<file path="src/rtl/alu_commit_stage_pkg.sv">
// Shared ARM encoding constants for the execute/commit path: condition codes,
// data-processing opcodes, instruction field positions and the NZCV flag type.
package alu_commit_stage_pkg;

  localparam logic [3:0] COND_EQ = 4'b0000;
  localparam logic [3:0] COND_NE = 4'b0001;
  localparam logic [3:0] COND_CS = 4'b0010;
  localparam logic [3:0] COND_CC = 4'b0011;
  localparam logic [3:0] COND_MI = 4'b0100;
  localparam logic [3:0] COND_PL = 4'b0101;
  localparam logic [3:0] COND_VS = 4'b0110;
  localparam logic [3:0] COND_VC = 4'b0111;
  localparam logic [3:0] COND_HI = 4'b1000;
  localparam logic [3:0] COND_LS = 4'b1001;
  localparam logic [3:0] COND_GE = 4'b1010;
  localparam logic [3:0] COND_LT = 4'b1011;
  localparam logic [3:0] COND_GT = 4'b1100;
  localparam logic [3:0] COND_LE = 4'b1101;
  localparam logic [3:0] COND_AL = 4'b1110;
  localparam logic [3:0] COND_NV = 4'b1111;

  localparam logic [3:0] OPC_AND = 4'b0000;
  localparam logic [3:0] OPC_EOR = 4'b0001;
  localparam logic [3:0] OPC_SUB = 4'b0010;
  localparam logic [3:0] OPC_RSB = 4'b0011;
  localparam logic [3:0] OPC_ADD = 4'b0100;
  localparam logic [3:0] OPC_ADC = 4'b0101;
  localparam logic [3:0] OPC_SBC = 4'b0110;
  localparam logic [3:0] OPC_RSC = 4'b0111;
  localparam logic [3:0] OPC_TST = 4'b1000;
  localparam logic [3:0] OPC_TEQ = 4'b1001;
  localparam logic [3:0] OPC_CMP = 4'b1010;
  localparam logic [3:0] OPC_CMN = 4'b1011;
  localparam logic [3:0] OPC_ORR = 4'b1100;
  localparam logic [3:0] OPC_MOV = 4'b1101;
  localparam logic [3:0] OPC_BIC = 4'b1110;
  localparam logic [3:0] OPC_MVN = 4'b1111;

  localparam int INST_COND_MSB = 31;
  localparam int INST_COND_LSB = 28;
  localparam int INST_OPC_MSB  = 24;
  localparam int INST_OPC_LSB  = 21;
  localparam int INST_S_BIT    = 20;
  localparam int INST_RD_MSB   = 15;
  localparam int INST_RD_LSB   = 12;

  typedef struct packed {
    logic n;
    logic z;
    logic c;
    logic v;
  } nzcv_t;

  // Compare/test opcodes only set flags and never write Rd.
  function automatic logic opc_is_test(input logic [3:0] opc);
    return (opc == OPC_TST) || (opc == OPC_TEQ) || (opc == OPC_CMP) || (opc == OPC_CMN);
  endfunction

  function automatic logic opc_is_arith(input logic [3:0] opc);
    case (opc)
      OPC_SUB, OPC_RSB, OPC_ADD, OPC_ADC,
      OPC_SBC, OPC_RSC, OPC_CMP, OPC_CMN: return 1'b1;
      default:                            return 1'b0;
    endcase
  endfunction

endpackage

</file>
<file path="src/rtl/alu_commit_stage_cond_check.sv">
// Combinational ARM condition-code evaluator; shared by commit and branch logic.
module cond_check
  import alu_commit_stage_pkg::*;
(
  input  logic [3:0] cond,
  input  logic       n,
  input  logic       z,
  input  logic       c,
  input  logic       v,
  output logic       pass
);

  always_comb begin
    pass = 1'b0;
    case (cond)
      COND_EQ: pass = z;
      COND_NE: pass = !z;
      COND_CS: pass = c;
      COND_CC: pass = !c;
      COND_MI: pass = n;
      COND_PL: pass = !n;
      COND_VS: pass = v;
      COND_VC: pass = !v;
      COND_HI: pass = c && !z;
      COND_LS: pass = !c || z;
      COND_GE: pass = (n == v);
      COND_LT: pass = (n != v);
      COND_GT: pass = !z && (n == v);
      COND_LE: pass = z || (n != v);
      COND_AL: pass = 1'b1;
      default: pass = 1'b0; // NV: never executes
    endcase
  end

endmodule

</file>
<file path="src/rtl/alu_commit_stage.sv">
// ALU commit stage: condition check, NZCV flag register, one-entry writeback buffer.
// Optional COMMIT_STATS_EN adds saturating executed/skipped instruction counters.
module alu_commit_stage
  import alu_commit_stage_pkg::*;
#(
  parameter int DATA_W = 32,
  parameter int REG_AW = 4
) (
  input  logic              clk,
  input  logic              rst_n,
  input  logic              in_valid,
  output logic              in_ready,
  input  logic [31:0]       inst,
  input  logic [DATA_W-1:0] alu_out,
  input  logic              alu_n,
  input  logic              alu_z,
  input  logic              alu_c,
  input  logic              alu_v,
  input  logic              update_cpsr,
  input  logic              ignore_c,
  output logic              wb_valid,
  input  logic              wb_ready,
  output logic              wb_en,
  output logic [REG_AW-1:0] wb_rd,
  output logic [DATA_W-1:0] wb_data,
  output logic              wb_skipped,
  output logic              flag_n,
  output logic              flag_z,
  output logic              flag_c,
  output logic              flag_v
`ifdef COMMIT_STATS_EN
  ,
  output logic [15:0]       exec_cnt,
  output logic [15:0]       skip_cnt
`endif
);

  logic              accept_s;
  logic              pass_s;
  logic [3:0]        opc_s;
  logic              inst_unused;
  nzcv_t             flags_d, flags_q;
  logic              wb_valid_d, wb_valid_q;
  logic              wb_en_d, wb_en_q;
  logic [REG_AW-1:0] wb_rd_d, wb_rd_q;
  logic [DATA_W-1:0] wb_data_d, wb_data_q;
  logic              wb_skipped_d, wb_skipped_q;

  assign opc_s       = inst[INST_OPC_MSB:INST_OPC_LSB];
  assign inst_unused = ^{inst[27:25], inst[INST_S_BIT], inst[19:16], inst[11:0]};
  assign in_ready    = !wb_valid_q || wb_ready;
  assign accept_s    = in_valid && in_ready;

  cond_check u_cond_check (
    .cond (inst[INST_COND_MSB:INST_COND_LSB]),
    .n    (flags_q.n),
    .z    (flags_q.z),
    .c    (flags_q.c),
    .v    (flags_q.v),
    .pass (pass_s)
  );

  always_comb begin
    flags_d      = flags_q;
    wb_valid_d   = wb_valid_q;
    wb_en_d      = wb_en_q;
    wb_rd_d      = wb_rd_q;
    wb_data_d    = wb_data_q;
    wb_skipped_d = wb_skipped_q;
    if (accept_s) begin
      wb_valid_d   = 1'b1;
      wb_rd_d      = inst[INST_RD_MSB:INST_RD_LSB];
      wb_data_d    = alu_out;
      wb_skipped_d = !pass_s;
      wb_en_d      = pass_s && !opc_is_test(opc_s);
      if (pass_s && update_cpsr) begin
        flags_d.n = alu_n;
        flags_d.z = alu_z;
        flags_d.c = ignore_c ? flags_q.c : alu_c;
        // Logical ops leave V alone; only add/subtract families produce overflow.
        flags_d.v = opc_is_arith(opc_s) ? alu_v : flags_q.v;
      end else begin
        flags_d = flags_q;
      end
    end else if (wb_ready) begin
      wb_valid_d = 1'b0;
    end else begin
      wb_valid_d = wb_valid_q;
    end
  end

  always_ff @(posedge clk or negedge rst_n) begin
    if (!rst_n) begin
      flags_q      <= '0;
      wb_valid_q   <= 1'b0;
      wb_en_q      <= 1'b0;
      wb_rd_q      <= '0;
      wb_data_q    <= '0;
      wb_skipped_q <= 1'b0;
    end else begin
      flags_q      <= flags_d;
      wb_valid_q   <= wb_valid_d;
      wb_en_q      <= wb_en_d;
      wb_rd_q      <= wb_rd_d;
      wb_data_q    <= wb_data_d;
      wb_skipped_q <= wb_skipped_d;
    end
  end

  assign wb_valid   = wb_valid_q;
  assign wb_en      = wb_en_q;
  assign wb_rd      = wb_rd_q;
  assign wb_data    = wb_data_q;
  assign wb_skipped = wb_skipped_q;
  assign flag_n     = flags_q.n;
  assign flag_z     = flags_q.z;
  assign flag_c     = flags_q.c;
  assign flag_v     = flags_q.v;

`ifdef COMMIT_STATS_EN
  logic [15:0] exec_cnt_d, exec_cnt_q;
  logic [15:0] skip_cnt_d, skip_cnt_q;

  always_comb begin
    exec_cnt_d = exec_cnt_q;
    skip_cnt_d = skip_cnt_q;
    if (accept_s && pass_s && (exec_cnt_q != 16'hFFFF)) begin
      exec_cnt_d = exec_cnt_q + 16'd1;
    end else if (accept_s && !pass_s && (skip_cnt_q != 16'hFFFF)) begin
      skip_cnt_d = skip_cnt_q + 16'd1;
    end else begin
      exec_cnt_d = exec_cnt_q;
    end
  end

  always_ff @(posedge clk or negedge rst_n) begin
    if (!rst_n) begin
      exec_cnt_q <= 16'd0;
      skip_cnt_q <= 16'd0;
    end else begin
      exec_cnt_q <= exec_cnt_d;
      skip_cnt_q <= skip_cnt_d;
    end
  end

  assign exec_cnt = exec_cnt_q;
  assign skip_cnt = skip_cnt_q;
`endif

endmodule

</file>
<file path="config.mk">
export PLATFORM = sky130hd
export DESIGN_NAME = alu_commit_stage
export DESIGN_NICKNAME = d
export VERILOG_FILES = /design/src/rtl/alu_commit_stage_pkg.sv /design/src/rtl/alu_commit_stage_cond_check.sv /design/src/rtl/alu_commit_stage.sv
export SDC_FILE = /design/constraint.sdc
export NUM_CORES = 1
export LEC_CHECK = 0
export CAP_MARGIN = 20
export CORE_MARGIN = 4
export CORE_UTILIZATION = 39
export CTS_CLUSTER_SIZE = 20
export DETAILED_ROUTE_END_ITERATION = 10
export PLACE_DENSITY = 0.93
export SLEW_MARGIN = 10
export SYNTH_ARGS = -nofsm -noshare
export SYNTH_HDL_FRONTEND = slang
export SYNTH_SLANG_ARGS = --single-unit
</file>
<file path="constraint.sdc">
create_clock -name clk -period 4.8 [get_ports clk]
set_clock_uncertainty 0.1 [all_clocks]
set_input_delay 0.96 -clock clk [delete_from_list [all_inputs] [get_ports clk]]
set_output_delay 0.96 -clock clk [all_outputs]
set_load 0.01 [all_outputs]
</file>
==> results_dict.tcl <==
set metrics [dict create \
    postCtsSetupRepairBufs 0 \
    dpl.hpwl_um 3250 \
    h-tree-depth 2 \
    crit_required_ns 3.74 \
    cts_resized 0 \
    cts.sinks 43 \
    critical_path.max_fanout 5 \
    dpl_cell_area_um2 2820 \
    synthDistinctLibCells 31 \
    syn2layout_area_growth_pct 58.3 \
    fin_ws_ns 1.56 \
    finalCriticalPeriod_ns 3.24 \
    via_per_inst 5.01 \
    track_usage_pct 15.4 \
    hold_class "reg -> reg" \
    async_flop_share_pct 100 \
    path_class "in -> out" \
    clk_latency_ns 0.28 \
    dieArea_um2 5860 \
    drc_errors 0 \
    power.total_mw 1.04 \
    hold_violations 0 \
    synthesis.instances 129 \
    worst_pin_slew_ns 0.955 \
    placed_cells 270 \
    outcome "completed" \
    fmax_mhz 309 \
    cts_tree "built" \
    place.gp.congestion 0.779 \
    start_kind "primary input" \
    maxCapViolations 0 \
    tns_ns 0 \
    grt_max_degree 44 \
    fin_util_pct 65.3 \
    first_iter_violations 57 \
    synth_warnings 0 \
    worst_ir_drop_vdd_mv 0.237 \
    synth_edf_count 0 \
    relSlewSlack_pct 36.3 \
    overflow 0 \
    setup_viol 0 \
    cts_hold_buf 0 \
    syn_nets 203 \
    final_cells 278 \
    p_per_area_nw_per_um2 359 \
    rsz0062_at_grt "no" \
    cp-end-kind "output pin" \
    yosysSeqAreaShare_pct 58.7 \
    wl_per_cell_um 15.5 \
    grt_pass1_vias 1499 \
    die_x_um 76.5 \
    antenna_found_initial 0 \
    io_pins 118 \
    synth-seq-cells 43 \
    grt_pass1_wl_um 7230 \
    synth_area_um2 1830 \
    firstDrtPassIters 4 \
    nFillCells 369 \
    cts_buffer_depth 2 \
    layout-drive-gt1-share_pct 20.8 \
    p_leak_nw 1.17 \
    ant_nets 0 \
    final_max_slew_viol_count 0 \
    place_ws_ns 1.56 \
    cts-buffers-inserted 5 \
    start_util_pct 41.2 \
    min_period_over_period_pct 67.5 \
    synth_area_per_cell_um2 14.2 \
    holdWs_ns 0.409 \
    synth_ff_type "dfrtp_1" \
    clk_pin_slew_worst_paths_ns 0.08 \
    totalWireLength_um 4300 \
    rows 24 \
    layout.cell_area.non_filler_um2 2900 \
    root_buffer "clkbuf_8" \
    diodes 0 \
    die_h_um 76.5 \
    vias 1392 \
    arrival_ns 2.18 \
    coreArea_um2 4440 \
    fin_nets 299 \
    port_buffers 96 \
]
==> kinds of logic (layout without fill, tap and decap cells) <==
logic type	count (synthesis)	in the layout	share of synthesized area, %
compound gates	17	17	7.24
xor+xnor	2	2	0.956
buf+inv	10	107	2.73
flops	43	43	58.7
mux	41	41	25.1
simple gates	16	16	5.19
==> cells in the final DEF, fill, tap and decap left out, types with 2 or more instances in the layout <==
cell,instances
mux2_1,4
nor4bb_1,2
inv_1,3
clkdlybuf4s50_1,95
a21oi_1,4
nor3b_1,3
nand2_1,4
nand2b_1,3
mux2_2,36
dfrtp_1,43
clkbuf_8,5
nor2_1,2
==> final timing paths <==
path                       startpoint          end  slack, ns  depth (start not counted)
setup / recovery             wb_ready     in_ready       1.56                          3
hold / removal             wb_data[2]   wb_data[2]       0.41                          1
setup reg to reg               flag_v       flag_z       2.77                          5
hold reg to reg            wb_data[2]   wb_data[2]       0.41                          1
max in group asynchronous       rst_n     wb_rd[0]       3.29                          1
min in group asynchronous       rst_n  wb_data[18]       0.71                          1
==> metal layers <==
layer / wire length, um / part of all wire [%] / GRT usage, %
met3: 373 / 8.7 / 6.38
met5: 0 / 0 / 0
met2: 2140 / 50 / 25.8
met1: 1730 / 40 / 17.8
met4: 55 / 1.3 / 4.89
==> registers in the layout, indices dropped and copies added (netlist names) <==
register	flops
flag_c	1
wb_data	32
flag_v	1
flag_n	1
wb_en	1
wb_rd	4
wb_valid	1
wb_skipped	1
flag_z	1
==> area by class of cell <==
class                   instances  area, um^2  share of cell area, %
clock inverters                 2        12.5                  0.431
clock buffers                   6        72.6                   2.50
flip-flops and latches         43        1080                   37.1
inverters                       3        11.3                  0.388
repair buffers                 96         956                   33.0
well taps                      52        65.1                   2.24
multi-input cells              76         707                   24.4
==> synthesized netlist by cell type (all sizes together), types with 2 or more instances <==
library cell	instances	share of area [%]
buf	5	1.7
dfrtp	43	59
nor4bb	2	1.1
nor3b	3	1.2
clkbuf	2	0.41
a21oi	4	1.1
mux2	40	25
nand2b	3	1.0
inv	3	0.61
nand2	4	0.82
nor2	2	0.41
==> where the power goes <==
part,switching [mW],internal (mW),leakage (nW)
combinational,0.123,0.217,0.624
sequential,0.0473,0.426,0.504
clock,0.125,0.102,0.0412
total,0.295,0.745,1.17
==> critical path, stage by stage <==
cell and delay (ns):
clkdlybuf4s50_1 0.46, nand2b_1 0.19, clkdlybuf4s50_1 0.57
(Power assumes the default switching activity.)
